[config.mk]
export PLATFORM = sky130hd
export DESIGN_NAME = slot_bist_master
export DESIGN_NICKNAME = d
export VERILOG_FILES = /design/src/rtl/slot_bist_master.sv
export SDC_FILE = /design/constraint.sdc
export NUM_CORES = 1
export LEC_CHECK = 0
export CAP_MARGIN = 10
export CORE_ASPECT_RATIO = 1.75
export CORE_MARGIN = 1.5
export CORE_UTILIZATION = 49
export CTS_CLUSTER_DIAMETER = 80
export DETAILED_ROUTE_END_ITERATION = 6
export PLACE_DENSITY = 0.77
export SYNTH_ARGS = -nofsm -noshare
export SYNTH_HDL_FRONTEND = slang
export SYNTH_SLANG_ARGS = --single-unit
[constraint.sdc]
create_clock -name i_clk -period 7.33 [get_ports i_clk]
set_input_delay 1.0995 -clock i_clk [delete_from_list [all_inputs] [get_ports i_clk]]
set_output_delay 1.0995 -clock i_clk [all_outputs]
set_load 0.01 [all_outputs]
[src/rtl/slot_bist_master.sv]
// Slot-bus memory self-test master: fills a window of words with seed+i and/or
// reads it back through a fixed-latency compare pipeline, reporting pass/fail and the first mismatch.
module slot_bist_master #(
  parameter int ADDR_WIDTH = 5,
  parameter int DATA_WIDTH = 32,
  parameter int RD_LAT     = 2
) (
  input  logic                  i_clk,
  input  logic                  i_rst_n,
  input  logic                  i_start,
  input  logic [1:0]            i_mode,
  input  logic [ADDR_WIDTH-1:0] i_base_addr,
  input  logic [ADDR_WIDTH:0]   i_count,
  input  logic [DATA_WIDTH-1:0] i_seed,
  output logic                  o_busy,
  output logic                  o_done,
  output logic                  o_pass,
  output logic [ADDR_WIDTH:0]   o_err_count,
  output logic [ADDR_WIDTH-1:0] o_first_err_addr,
  output logic [DATA_WIDTH-1:0] o_first_err_data,
  output logic                  o_cs,
  output logic                  o_read,
  output logic                  o_write,
  output logic [ADDR_WIDTH-1:0] o_addr,
  output logic [DATA_WIDTH-1:0] o_wr_data,
  input  logic [DATA_WIDTH-1:0] i_rd_data
);

  localparam int CW = ADDR_WIDTH + 1;

  typedef enum logic [2:0] {
    S_IDLE,
    S_WR,
    S_TURN,
    S_RD,
    S_DRAIN,
    S_DONE
  } state_t;

  state_t                r_state;
  logic                  r_fillThenVerify;
  logic [ADDR_WIDTH-1:0] r_base;
  logic [CW-1:0]         r_count;
  logic [CW-1:0]         r_idx;
  logic [DATA_WIDTH-1:0] r_seed;

  // Stage 0 is loaded together with the read strobe; stage RD_LAT lines up with valid rd_data.
  logic [RD_LAT:0]       r_pipeVld;
  logic [ADDR_WIDTH-1:0] r_pipeAddr [RD_LAT+1];
  logic [DATA_WIDTH-1:0] r_pipeExp  [RD_LAT+1];

  logic                  w_mismatch;
  logic [CW-1:0]         w_errNext;
  logic                  w_lastIssued;
  logic                  w_pipeAhead;
  logic [ADDR_WIDTH-1:0] w_idxAddr;
  logic [DATA_WIDTH-1:0] w_idxData;

  assign w_mismatch   = r_pipeVld[RD_LAT] && (i_rd_data != r_pipeExp[RD_LAT]);
  assign w_errNext    = o_err_count + CW'(w_mismatch);
  assign w_lastIssued = (r_idx == r_count);
  assign w_pipeAhead  = |r_pipeVld[RD_LAT-1:0];
  assign w_idxAddr    = r_base + r_idx[ADDR_WIDTH-1:0];
  assign w_idxData    = r_seed + DATA_WIDTH'(r_idx);

  always_ff @(posedge i_clk or negedge i_rst_n) begin
    if (!i_rst_n) begin
      r_state          <= S_IDLE;
      r_fillThenVerify <= 1'b0;
      r_base           <= '0;
      r_count          <= '0;
      r_idx            <= '0;
      r_seed           <= '0;
      r_pipeVld        <= '0;
      for (int k = 0; k <= RD_LAT; k++) begin
        r_pipeAddr[k] <= '0;
        r_pipeExp[k]  <= '0;
      end
      o_busy           <= 1'b0;
      o_done           <= 1'b0;
      o_pass           <= 1'b0;
      o_err_count      <= '0;
      o_first_err_addr <= '0;
      o_first_err_data <= '0;
      o_cs             <= 1'b0;
      o_read           <= 1'b0;
      o_write          <= 1'b0;
      o_addr           <= '0;
      o_wr_data        <= '0;
    end else begin
      r_pipeVld <= {r_pipeVld[RD_LAT-1:0], 1'b0};
      for (int k = 1; k <= RD_LAT; k++) begin
        r_pipeAddr[k] <= r_pipeAddr[k-1];
        r_pipeExp[k]  <= r_pipeExp[k-1];
      end

      if (w_mismatch) begin
        o_err_count <= w_errNext;
        if (o_err_count == '0) begin
          o_first_err_addr <= r_pipeAddr[RD_LAT];
          o_first_err_data <= i_rd_data;
        end
      end

      case (r_state)
        S_IDLE: begin
          if (i_start) begin
            r_fillThenVerify <= (i_mode == 2'b10);
            r_base           <= i_base_addr;
            r_count          <= i_count;
            r_seed           <= i_seed;
            r_idx            <= CW'(1);
            o_err_count      <= '0;
            o_first_err_addr <= '0;
            o_first_err_data <= '0;
            o_pass           <= 1'b0;
            if (i_count == '0) begin
              r_state <= S_DONE;
              o_done  <= 1'b1;
              o_pass  <= 1'b1;
            end else if (i_mode == 2'b00 || i_mode == 2'b10) begin
              r_state   <= S_WR;
              o_busy    <= 1'b1;
              o_cs      <= 1'b1;
              o_write   <= 1'b1;
              o_addr    <= i_base_addr;
              o_wr_data <= i_seed;
            end else begin
              r_state       <= S_RD;
              o_busy        <= 1'b1;
              o_cs          <= 1'b1;
              o_read        <= 1'b1;
              o_addr        <= i_base_addr;
              r_pipeVld[0]  <= 1'b1;
              r_pipeAddr[0] <= i_base_addr;
              r_pipeExp[0]  <= i_seed;
            end
          end
        end

        S_WR: begin
          if (w_lastIssued) begin
            o_cs    <= 1'b0;
            o_write <= 1'b0;
            if (r_fillThenVerify) begin
              r_state <= S_TURN;
            end else begin
              r_state <= S_DONE;
              o_done  <= 1'b1;
              o_busy  <= 1'b0;
              o_pass  <= (w_errNext == '0);
            end
          end else begin
            o_addr    <= w_idxAddr;
            o_wr_data <= w_idxData;
            r_idx     <= r_idx + CW'(1);
          end
        end

        S_TURN: begin
          r_state       <= S_RD;
          o_cs          <= 1'b1;
          o_read        <= 1'b1;
          o_addr        <= r_base;
          r_idx         <= CW'(1);
          r_pipeVld[0]  <= 1'b1;
          r_pipeAddr[0] <= r_base;
          r_pipeExp[0]  <= r_seed;
        end

        S_RD: begin
          if (w_lastIssued) begin
            r_state <= S_DRAIN;
            o_cs    <= 1'b0;
            o_read  <= 1'b0;
          end else begin
            o_addr        <= w_idxAddr;
            r_idx         <= r_idx + CW'(1);
            r_pipeVld[0]  <= 1'b1;
            r_pipeAddr[0] <= w_idxAddr;
            r_pipeExp[0]  <= w_idxData;
          end
        end

        // Finish on the edge that performs the final compare, so pass includes it.
        S_DRAIN: begin
          if (!w_pipeAhead) begin
            r_state <= S_DONE;
            o_done  <= 1'b1;
            o_busy  <= 1'b0;
            o_pass  <= (w_errNext == '0);
          end
        end

        S_DONE: begin
          o_done  <= 1'b0;
          r_state <= S_IDLE;
        end

        default: r_state <= S_IDLE;
      endcase
    end
  end

endmodule

Yosys cells after proc, flatten, opt, wreduce, memory -nomap -nowiden. Index checks and enable logic that the tools add are counted.

Flip-flop bits (word level): 253. Output and inout bits: 86.

Equal/unequal tests: 21. Reductions and logical operators: 26. Mux-type cells: 72. $add $sub $neg: 4.

Operators with widths (number): $mux 32 (11); $pmux 32 s3 (1); $pmux 32 s2 (1); $mux 5 (10); $add 32x6->32 (1); $ne 32x32->1 (1); $mux 6 (5); $pmux 5 s3 (2); $mux 1 (26); $reduce_and 5->1 (5); $ne 2x2->1 const B (12); $logic_not 6->1 (3); $mux 3 (6); $pmux 6 s3 (1); $pmux 1 s3 (5); $pmux 3 s5 (1); $reduce_and 4->1 (3); $reduce_and 6->1 (2); $reduce_bool 3->1 (3); $add 6x1->6 (1); $add 6x1->6 const B (1); $eq 3x2->1 const B (2); $eq 3x3->1 const B (2); $eq 6x6->1 (1); 16 further kinds (17).

Longest topological paths before layout. Gate-level depths: netlist (run 1).

Depth after elaboration: 7. Mapped depth: 12.

Least setup slack after synthesis (run 1). Ideal clock, no wire load.

Path type: input port to flip-flop. From: input port i_rd_data[13]. To: register o_pass. Buffers on the path: 1. Data arrival time: 3.189 ns. Slack: 4.016 ns. Stages: 12. Cells stage by stage: xor2_1 -> nor4_1 -> nand2_1 -> o31a_1 -> clkbuf_1 -> ha_1 -> and3_1 -> and3_1 -> xnor2_1 -> nand3_1 -> o31ai_1 -> mux2_2.

Word-level cells in the longest chain between the ends: 7. Elaborated cells on any way between the ends: 8.

RTL lines: start, declared (line 26) `input logic [DATA_WIDTH-1:0] i_rd_data`; $ne 32x32->1 * (line 59) `assign w_mismatch = r_pipeVld[RD_LAT] && (i_rd_data != r_pipeExp[RD_LAT]);`; $logic_and 1x1->1 * (line 59); $add 6x1->6 * (line 60) `assign w_errNext = o_err_count + CW'(w_mismatch);`; $logic_not 6->1 * (line 151, 191); $mux 1 (line 145) `if (r_fillThenVerify) begin`; $mux 1 (line 142) `if (w_lastIssued) begin`; $pmux 1 s3 * (line 105) `case (r_state)`; end signal, assigned (line 151) `o_pass <= (w_errNext == '0);`; end signal, assigned (line 191) `o_pass <= (w_errNext == '0);`; end, declared (line 17) `output logic o_pass,`.

Every way passes the cells marked *; elsewhere a longest branch is shown, timed or not. The select of a mux whose other input is x is not followed. A chain may end at the register's enable or synchronous reset.

Final worst setup path (run 1).
From: register r_state[2]. To: register o_first_err_data[17].

Word-level cells in the longest chain between the ends: 2.

RTL lines: start, declared (line 40) `state_t r_state;`; start signal, assigned (line 68) `r_state <= S_IDLE;`; start signal, assigned (line 118) `r_state <= S_DONE;`; start signal, assigned (line 122) `r_state <= S_WR;`; $logic_not 3->1 (line 105); $mux 32 (line 105); end signal, assigned (line 101) `o_first_err_data <= i_rd_data;`; end, declared (line 20) `output logic [DATA_WIDTH-1:0] o_first_err_data,`.

Every way passes these cells.

==> flow_summary.ini, run 1 <==
[run_status]
status = complete, no violations

[power_and_ir_drop]
peakVddDrop_mv = 0.2941
p_leak_nw = 6.754
finalPower_mw = 7.203
powerDensity_nw_per_um2 = 499.0

[route]
post-route-drc-count = 0
drtIter0Drc = 656
wl_per_cell_um = 19.08
detail-route-antenna-nets = 0
num_vias = 9312
dr.pass1.iters = 6
via_per_inst = 5.661
wl_mm = 31.39

[worst_hold_path]
min_path_type = reg2reg

[critical_path]
worst-path-buf-inv = 3
end_kind = flop
cp.depth = 6
r2r_slack_ns = 3.51
cp_data_arrival_time_ns = 4.24
r2r_end = o_first_err_data[17]
critPathCapture = o_first_err_data[17]
cp_top_family = buffers and inverters
cp-start-kind = flop
path_class = reg2reg
crit_top_cell = buf_4
r2r_cells = 6
timing.rr.start = r_state[2]
crit_chain = clkinv_1, nand4_1, buf_4, buf_4, nand2_1, mux2i_1
cp_slowest_cell = dfrtp_1
worstSetupStartpoint = r_state[2]
cp_slowest_stage_delay_ns = 0.92
crit_path_max_fanout = 65
cp.required_ns = 7.74

[placement]
dpl.hpwl_mm = 22.06
dp_slack_ns = 3.112
port_buffers = 165
gp_congestion = 0.9419
place_area_um2 = 13690

[die]
io_pins = 166
fp-row-count = 75
start_util_pct = 49.57
core_area_um2 = 23840
die_w_um = 120.4
die_y_um = 208.4
die_area_um2 = 25090

[timing]
grt_setup_unrepaired = false
setup_violations = 0
fmax_mhz = 261.5
hold_slack_ns = 0.3464
worst_pin_slew_ns = 0.9646
period_share_pct = 52.18
tns_ns = 0
slew_headroom_pct = 35.10
final_max_slew_viol_count = 0
final.setup.worst_slack_ns = 3.505
skew_ns = 0.009440
fin_crit_ns = 3.825
finalHoldViolations = 0

[clock_network]
clkSlewWorstSetupHoldPaths_ns = 0.07
cts_root_buf = clkbuf_16
clock_sinks = 253
tritoncts = done
clkLatencyLatePin_ns = 0.50
post_cts_buffers = 0
h-tree-depth = 1
cts_resized = 0
cts-buffers-inserted = 23
cts-hold-fix-buffers = 0
ctsLongestPathBuffers = 3

[yosys]
dominantRegCellSynth = dfrtp_1
synth_top_area_cell = dfrtp_1
synth_xor_xnor_area_share_pct = 6.227
synth_compound_area_share_pct = 11.82
yosys_warnings = 0
syn_nets = 1288
synth-simple-area-share_pct = 17.92
ys_seq_elements = 253
ys_top_cells_by_area = dfrtp_1 (54%), nand2_1 (9.2%), mux2i_1 (5.3%)
netlist_top_cells_count = nand2_1 (290), dfrtp_1 (253), nor2_1 (78), mux2i_1 (62), xor2_1 (55)
synth_area_um2 = 11820
synth_edf_count = 0
yosysMostFrequentCell = nand2_1
synth_top_cell_area_share_pct = 53.58
synthAdderAreaFrac_pct = 1.716
synth_top_family_by_area = simple AND/OR/NAND/NOR gates
synth_mux_area_share_pct = 5.920
syn-instance-count = 1193
synth_cell_types = 70
yosysSeqAreaShare_pct = 53.58
synthArstFlopShare_pct = 100.0
synth_area_per_cell_um2 = 9.904

[grt]
antenna_found_initial = 0
grt_pass1_wl_mm = 49.49
grt-busiest-layer = met2
gr-total-overflow = 0
grt_max_degree = 153
use_met2_pct = 41.89
met3_usage_pct = 2.604
grtUsageTotal_pct = 25.01
gr-usage-met1_pct = 31.51
grt_pass1_vias = 9219

[final_layout]
postLayoutCellArea_um2 = 14440
syn_to_final_growth_pct = 22.18
drive_above_1_share_pct = 5.310
seqCellArea_um2 = 6331
multi_input_area_um2 = 5184
fin_nets = 1417
fill_cells = 1960
n_antenna_cell = 0

[flow_run]
maxCapViolCount = 0
-- sequential cells by signal, indices dropped and copies added (netlist names), 3 cells and up --
register          flops
o_err_count           6
r_pipeExp            96
r_pipeAddr           15
r_state               3
r_idx                 6
r_count               6
o_wr_data            32
o_first_err_data     32
r_seed               32
o_first_err_addr      5
o_addr                5
r_base                5
r_pipeVld             3
-- metrics by stage --
stage,std cells,utilization (%)
CTS,1645,60.56
finish,1645,60.56
global placement,1605,57.42
floorplan,1193,-
global route,1645,60.56
detailed placement,1605,57.42
-- cell type report --
cell class / count / area share (%)
timing repair buffer: 177 / 12.19
inverter: 7 / 0.1820
sequential: 253 / 43.86
multi-input combinational: 860 / 35.91
tap: 308 / 2.670
clock buffer: 35 / 4.646
clock inverter: 5 / 0.5461
-- how the worst min path moves through the flow --
| stage | startpoint | end | slack [ns] | cells past startpoint |
|---|---|---|---|---|
| 2_1_floorplan | r_pipeAddr[5] | r_pipeAddr[0] | 0.33 | 0 |
| 3_3_place_gp | r_pipeAddr[5] | r_pipeAddr[0] | 0.33 | 0 |
| 3_5_place_dp | r_pipeAddr[5] | r_pipeAddr[0] | 0.33 | 0 |
| 4_1_cts | r_pipeAddr[5] | r_pipeAddr[0] | 0.35 | 0 |
| 5_1_grt | r_pipeExp[44] | r_pipeExp[12] | 0.35 | 0 |
| 6_report | r_pipeExp[32] | r_pipeExp[0] | 0.35 | 0 |
-- power breakdown --
part           internal, mW  switching (mW)  leakage [nW]  total [mW]
Clock                 0.700           0.501         0.368        1.20
Sequential             2.11           0.548          3.07        2.66
Combinational          1.49            1.86          3.31        3.35
Total                  4.29            2.91          6.75        7.20
-- kinds of logic after synthesis --
family,count (synthesis)
muxes,69
and+or+nand+nor,487
adders and majority gates,15
AOI/OAI and AO/OA,205
DFF,253
xor gates and xnor gates,84
buffers and inverters,80
-- cell usage in the layout (no fill, tap or decap), types with 3 or more instances in the layout --
master           count
nand3_1             33
o22a_1               8
o211ai_1            14
a31o_2               3
o21a_1               3
o31ai_1             12
dfrtp_1            253
clkbuf_8             5
a22oi_1              6
o21ai_1              4
inv_1                3
and4_1               3
xnor2_1             29
nand4_1              9
xor2_1              55
mux2_2               7
nor2_1              76
clkbuf_16           23
ha_1                13
o2111ai_1            6
nor3_1              19
mux2i_1             62
or3_1                4
clkbuf_1             7
nor4_1              20
and3_1              11
buf_4               11
a21o_1              17
nand2_1            290
a21oi_1             30
a211oi_1            17
a31oi_1              7
o21ai_0             48
clkdlybuf4s50_1    164
-- routing by layer --
metal | vias up | part of all wire (%)
li1 | 4372 | -
met1 | 4493 | 40
met2 | 369 | 49
met5 | - | 0
met4 | 0 | 5.6
met3 | 78 | 5.1
Note: power is estimated with default switching activity, not from simulation.
==> inputs of run 2 (changes only) <==
==> constraint.sdc (replaced) <==
create_clock -name i_clk -period 3.6 [get_ports i_clk]
set_input_delay 0.54 -clock i_clk [delete_from_list [all_inputs] [get_ports i_clk]]
set_output_delay 0.54 -clock i_clk [all_outputs]
set_load 0.01 [all_outputs]
==> run 2 against run 1 <==
Compared with the run above: combinational power increased by 110%; register-to-register slack got worse by 2.9 ns; design area increased by 1.3%; setup slack got worse by 2.9 ns; cell count increased by 0.85%; sequential share of layout area decreased by 0.56 points; total power increased by 110%; via count increased by 0.81%; first-iteration DRC count increased by 6.9%; global-route usage increased by 0.54 points; clock-buffer cell count decreased by 9.
==> flow_summary.ini, run 2 (synthesis results as in run 1) <==
[final_layout]
registers.top_by_ff_count = r_pipeExp
largest_register_ffs = 96
n_antenna_cell = 0
drive_above_1_share_pct = 6.736
final_util_pct = 61.35
final_common_cell = nand2_1
fin_nets = 1430
most-common-layout-cells = nand2_1 (290), dfrtp_1 (253), clkdlybuf4s50_1 (164), nor2_1 (76), mux2i_1 (62)
final_cells = 1659
syn_to_final_growth_pct = 23.76

[clock_network]
cts-hold-fix-buffers = 0
ctsLongestPathBuffers = 3
post_cts_buffers = 0
tritoncts = done
cts-buffers-inserted = 22
clkSlewWorstSetupHoldPaths_ns = 0.07
h-tree-depth = 1
cts_resized = 0
clkLatencyLatePin_ns = 0.53
clock_sinks = 253
cts_root_buf = clkbuf_16

[timing]
worst_pin_slew_ns = 0.9880
fin_crit_ns = 3.041
finalHoldViolations = 0
tns_ns = 0
fmax_mhz = 328.8
skew_ns = 0.02203
final_max_slew_viol_count = 0
grt_setup_unrepaired = false
period_share_pct = 84.47
slew_headroom_pct = 33.24
setup_violations = 0

[die]
start_util_pct = 49.57
io_pins = 166
die_area_um2 = 25090
die_w_um = 120.4
core_area_um2 = 23840
fp-row-count = 75
die_y_um = 208.4

[grt]
grt_max_degree = 92
grtUsageTotal_pct = 25.55
grt_pass1_vias = 9155
antenna_found_initial = 0
gr-total-overflow = 0
grt_pass1_wl_mm = 50.34

[run_status]
status = complete, no violations

[critical_path]
end_kind = flop
cp_slowest_stage_delay_ns = 0.50
cp_slowest_cell = dfrtp_1
path_class = reg2reg
cp_data_arrival_time_ns = 3.49
cp_top_family = compound AO/OA/AOI/OAI gates
cp.required_ns = 4.05
cp-start-kind = flop
crit_chain = ha_1, fa_1, a21o_1, a221oi_2, buf_4, nand4b_1, o21ai_0, a311o_1, nand2_1
crit_path_max_fanout = 20
worst-path-buf-inv = 1

[route]
dr.pass1.iters = 7
via_per_inst = 5.658
num_vias = 9387
detail-route-antenna-nets = 0
post-route-drc-count = 0
wl_per_cell_um = 19.11
drtIter0Drc = 701
wl_mm = 31.70

[placement]
port_buffers = 165
dpl.hpwl_mm = 22.39
dpl.cell_count = 1619
gp_congestion = 0.9060

[power_and_ir_drop]
peakVddDrop_mv = 0.6327
powerDensity_nw_per_um2 = 1018
p_leak_nw = 6.849

[worst_hold_path]
min_path_type = in2async

[flow_run]
maxCapViolCount = 0
[run 2: cell count changes in the layout (fill, tap and decap cells not counted), sizes merged]
cell,change
clkinvlp,+3
inv,+5
buf,+14
clkbuf,-9
bufinv,+1
[run 2: cell type report]
type                       instances  area, um^2
clock inverter                    14       175.2
fill                            1945        9213
multi-input combinational        860        5184
clock buffer                      26       606.8
sequential                       253        6331
tap                              308       385.4
timing repair buffer             191        1914
inverter                           7       26.28
[run 2: report_power, final]
| group | total, mW | leakage (nW) | internal [mW] | switching [mW] |
|---|---|---|---|---|
| clock | 2.54 | 0.376 | 1.45 | 1.09 |
| sequential | 5.39 | 3.07 | 4.29 | 1.10 |
| combinational | 6.95 | 3.40 | 3.14 | 3.81 |
[run 2: per-layer routing]
metal | part of all wire, % | vias up | global-route usage [%] | routed length (um)
met5 | 0 | - | 0 | 0
met4 | 3.9 | 0 | 10.59 | 1229
met3 | 4.9 | 73 | 2.632 | 1540
met2 | 51 | 333 | 43.63 | 16050
met1 | 41 | 4568 | 33.04 | 12880
li1 | - | 4413 | - | -
[run 2: metrics by stage]
step	instance area [um^2]	worst slack [ns]	power, mW	hold slack (ns)
5_1_grt	14620	0.4544	15.88	0.1115
4_1_cts	14620	0.5924	14.93	0.07851
6_report	14620	0.5589	14.88	0.05222
2_1_floorplan	11820	0.8458	9.596	0.2444
3_3_place_gp	13840	0.08173	12.13	0.3323
3_5_place_dp	13840	0.08175	12.33	0.3347
[run 2: worst register-to-register path, delay by kind of cell (launching register included)]
kind | cells | cell delay, ns
AOI/OAI and AO/OA | 4 | 0.98
adders and majority gates | 2 | 0.70
DFF | 1 | 0.50
and+or+nand+nor | 2 | 0.48
buffers and inverters | 1 | 0.30
[run 2: final timing paths]
| kind | start | endpoint | slack, ns | cells after the start |
|---|---|---|---|---|
| max in group asynchronous | i_rst_n | o_read | 2.77 | 2 |
| worst max-delay path | r_idx[0] | r_pipeExp[82] | 0.56 | 9 |
| worst max register to register | r_idx[0] | r_pipeExp[82] | 0.56 | 9 |
| worst min register to register | r_pipeAddr[9] | r_pipeAddr[4] | 0.34 | 0 |
| min in group i_clk | r_pipeAddr[9] | r_pipeAddr[4] | 0.34 | 0 |
| worst min-delay path | i_rst_n | o_first_err_data[20] | 0.05 | 1 |
==> inputs of run 3 (changes only) <==
==> constraint.sdc (replaced) <==
create_clock -name i_clk -period 3 [get_ports i_clk]
set_input_delay 0.45 -clock i_clk [delete_from_list [all_inputs] [get_ports i_clk]]
set_output_delay 0.45 -clock i_clk [all_outputs]
set_load 0.01 [all_outputs]
==> run 3 against run 2 <==
Compared with the run above: sequential share of layout area fell by 0.64 points; worst hold slack improved by 0.30 ns; flip-flop and latch count unchanged; cell count increased by 1.8%; combinational power rose by 26%; routed wire length grew 1.5%; largest power group unchanged.
==> flow_summary.ini, run 3 (synthesis results as in run 1) <==
[flow_run]
maxCapViolCount = 0

[timing]
skew_ns = 0.01963
setup_violations = 0
fin_crit_ns = 2.860
fmax_mhz = 349.6
final_max_slew_viol_count = 0
finalHoldViolations = 0
final.setup.worst_slack_ns = 0.1397
grt_setup_unrepaired = false
worst_pin_slew_ns = 0.8821
period_share_pct = 95.34
slew_headroom_pct = 40.87

[final_layout]
syn_to_final_growth_pct = 25.63
n_antenna_cell = 0
final_util_pct = 62.27
largest_register_ffs = 96
fin_nets = 1460
registers.top_by_ff_count = r_pipeExp
drive_above_1_share_pct = 8.762
most-common-layout-cells = nand2_1 (290), dfrtp_1 (253), clkdlybuf4s50_1 (164), nor2_1 (76), mux2i_1 (62)
final_cells = 1689
postLayoutCellArea_um2 = 14840
final_common_cell = nand2_1

[grt]
grt_pass1_wl_mm = 51.00
grt_max_degree = 105
antenna_found_initial = 0
gr-total-overflow = 0
grtUsageTotal_pct = 25.75
grt_pass1_vias = 9548

[critical_path]
crit_path_max_fanout = 4
end_kind = flop
cp-start-kind = primary input
r2r_slack_ns = 0.17
cp.required_ns = 3.41
cp_data_arrival_time_ns = 3.27
path_class = in2reg

[clock_network]
post_cts_buffers = 0
clkSlewWorstSetupHoldPaths_ns = 0.07
tritoncts = done
clock_sinks = 253
ctsLongestPathBuffers = 3
h-tree-depth = 1
cts_root_buf = clkbuf_16
cts_resized = 0
clkLatencyLatePin_ns = 0.52
cts-buffers-inserted = 23

[die]
io_pins = 166
fp-row-count = 75
die_y_um = 208.4
start_util_pct = 49.57
die_w_um = 120.4
core_area_um2 = 23840
die_area_um2 = 25090

[route]
dr.pass1.iters = 5
drtIter0Drc = 601
detail-route-antenna-nets = 0
wl_per_cell_um = 19.05
via_per_inst = 5.594
post-route-drc-count = 0
num_vias = 9449
wl_mm = 32.18

[placement]
dp_slack_ns = -0.4067
place_area_um2 = 14080
dpl.cell_count = 1647
gp_congestion = 0.9128
port_buffers = 165
dpl.hpwl_mm = 23.64

[power_and_ir_drop]
peakVddDrop_mv = 0.8528
finalPower_mw = 18.04
powerDensity_nw_per_um2 = 1215
p_leak_nw = 6.985

[run_status]
status = complete, no violations

[worst_hold_path]
min_path_type = reg2reg
## run 3: metrics by stage
step / TNS [ns] / hold WS [ns]
after global routing: 0 / 0.3569
after floorplan: 0 / 0.1544
after detailed placement: -0.4865 / 0.3347
final: 0 / 0.3493
after CTS: 0 / 0.3513
after global placement: -0.3335 / 0.3322
## run 3: area by class of cell
cell class                 count  area (um^2)
clock buffer                  24        589.3
clock inverter                17        167.7
fill                        1970         8992
inverter                       7        26.28
multi-input combinational    860         5184
sequential                   253         6331
tap                          308        385.4
timing repair buffer         220         2160
## run 3: final timing paths
kind / cells past startpoint / from / to
max: 12 / i_rd_data[24] / o_pass
min in group asynchronous: 2 / i_rst_n / o_first_err_data[20]
max in group asynchronous: 3 / i_rst_n / r_pipeExp[49]
min reg2reg: 0 / r_pipeExp[55] / r_pipeExp[23]
max reg2reg: 7 / r_idx[1] / r_pipeExp[95]
min: 0 / r_pipeExp[55] / r_pipeExp[23]
## run 3: repair_timing
action                     in CTS  in global routing
hold buffers                    1                  0
hold endpoints to repair       66                  0
setup endpoints to repair       0                  0
## run 3: where the power goes
part           internal, mW  total [mW]  switching (mW)
combinational          3.99        8.74            4.75
sequential             5.15        6.37            1.22
clock                  1.57        2.93            1.36
## run 3: per-layer routing
layer | track usage (%) | share of wire, %
met5 | 0 | 0
met4 | 11.40 | 4.1
met3 | 3.070 | 5.2
met2 | 44.65 | 51
met1 | 32.04 | 40
## run 3: worst max-delay path: stages
cell	delay [ns]
clkdlybuf4s50_1	0.50
xor2_1	0.19
nor4_1	0.29
nand4_1	0.22
o31a_1	0.35
ha_1	0.25
and3_1	0.22
and3_1	0.22
xnor2_1	0.14
nand3_1	0.10
o31ai_1	0.08
mux2_2	0.27
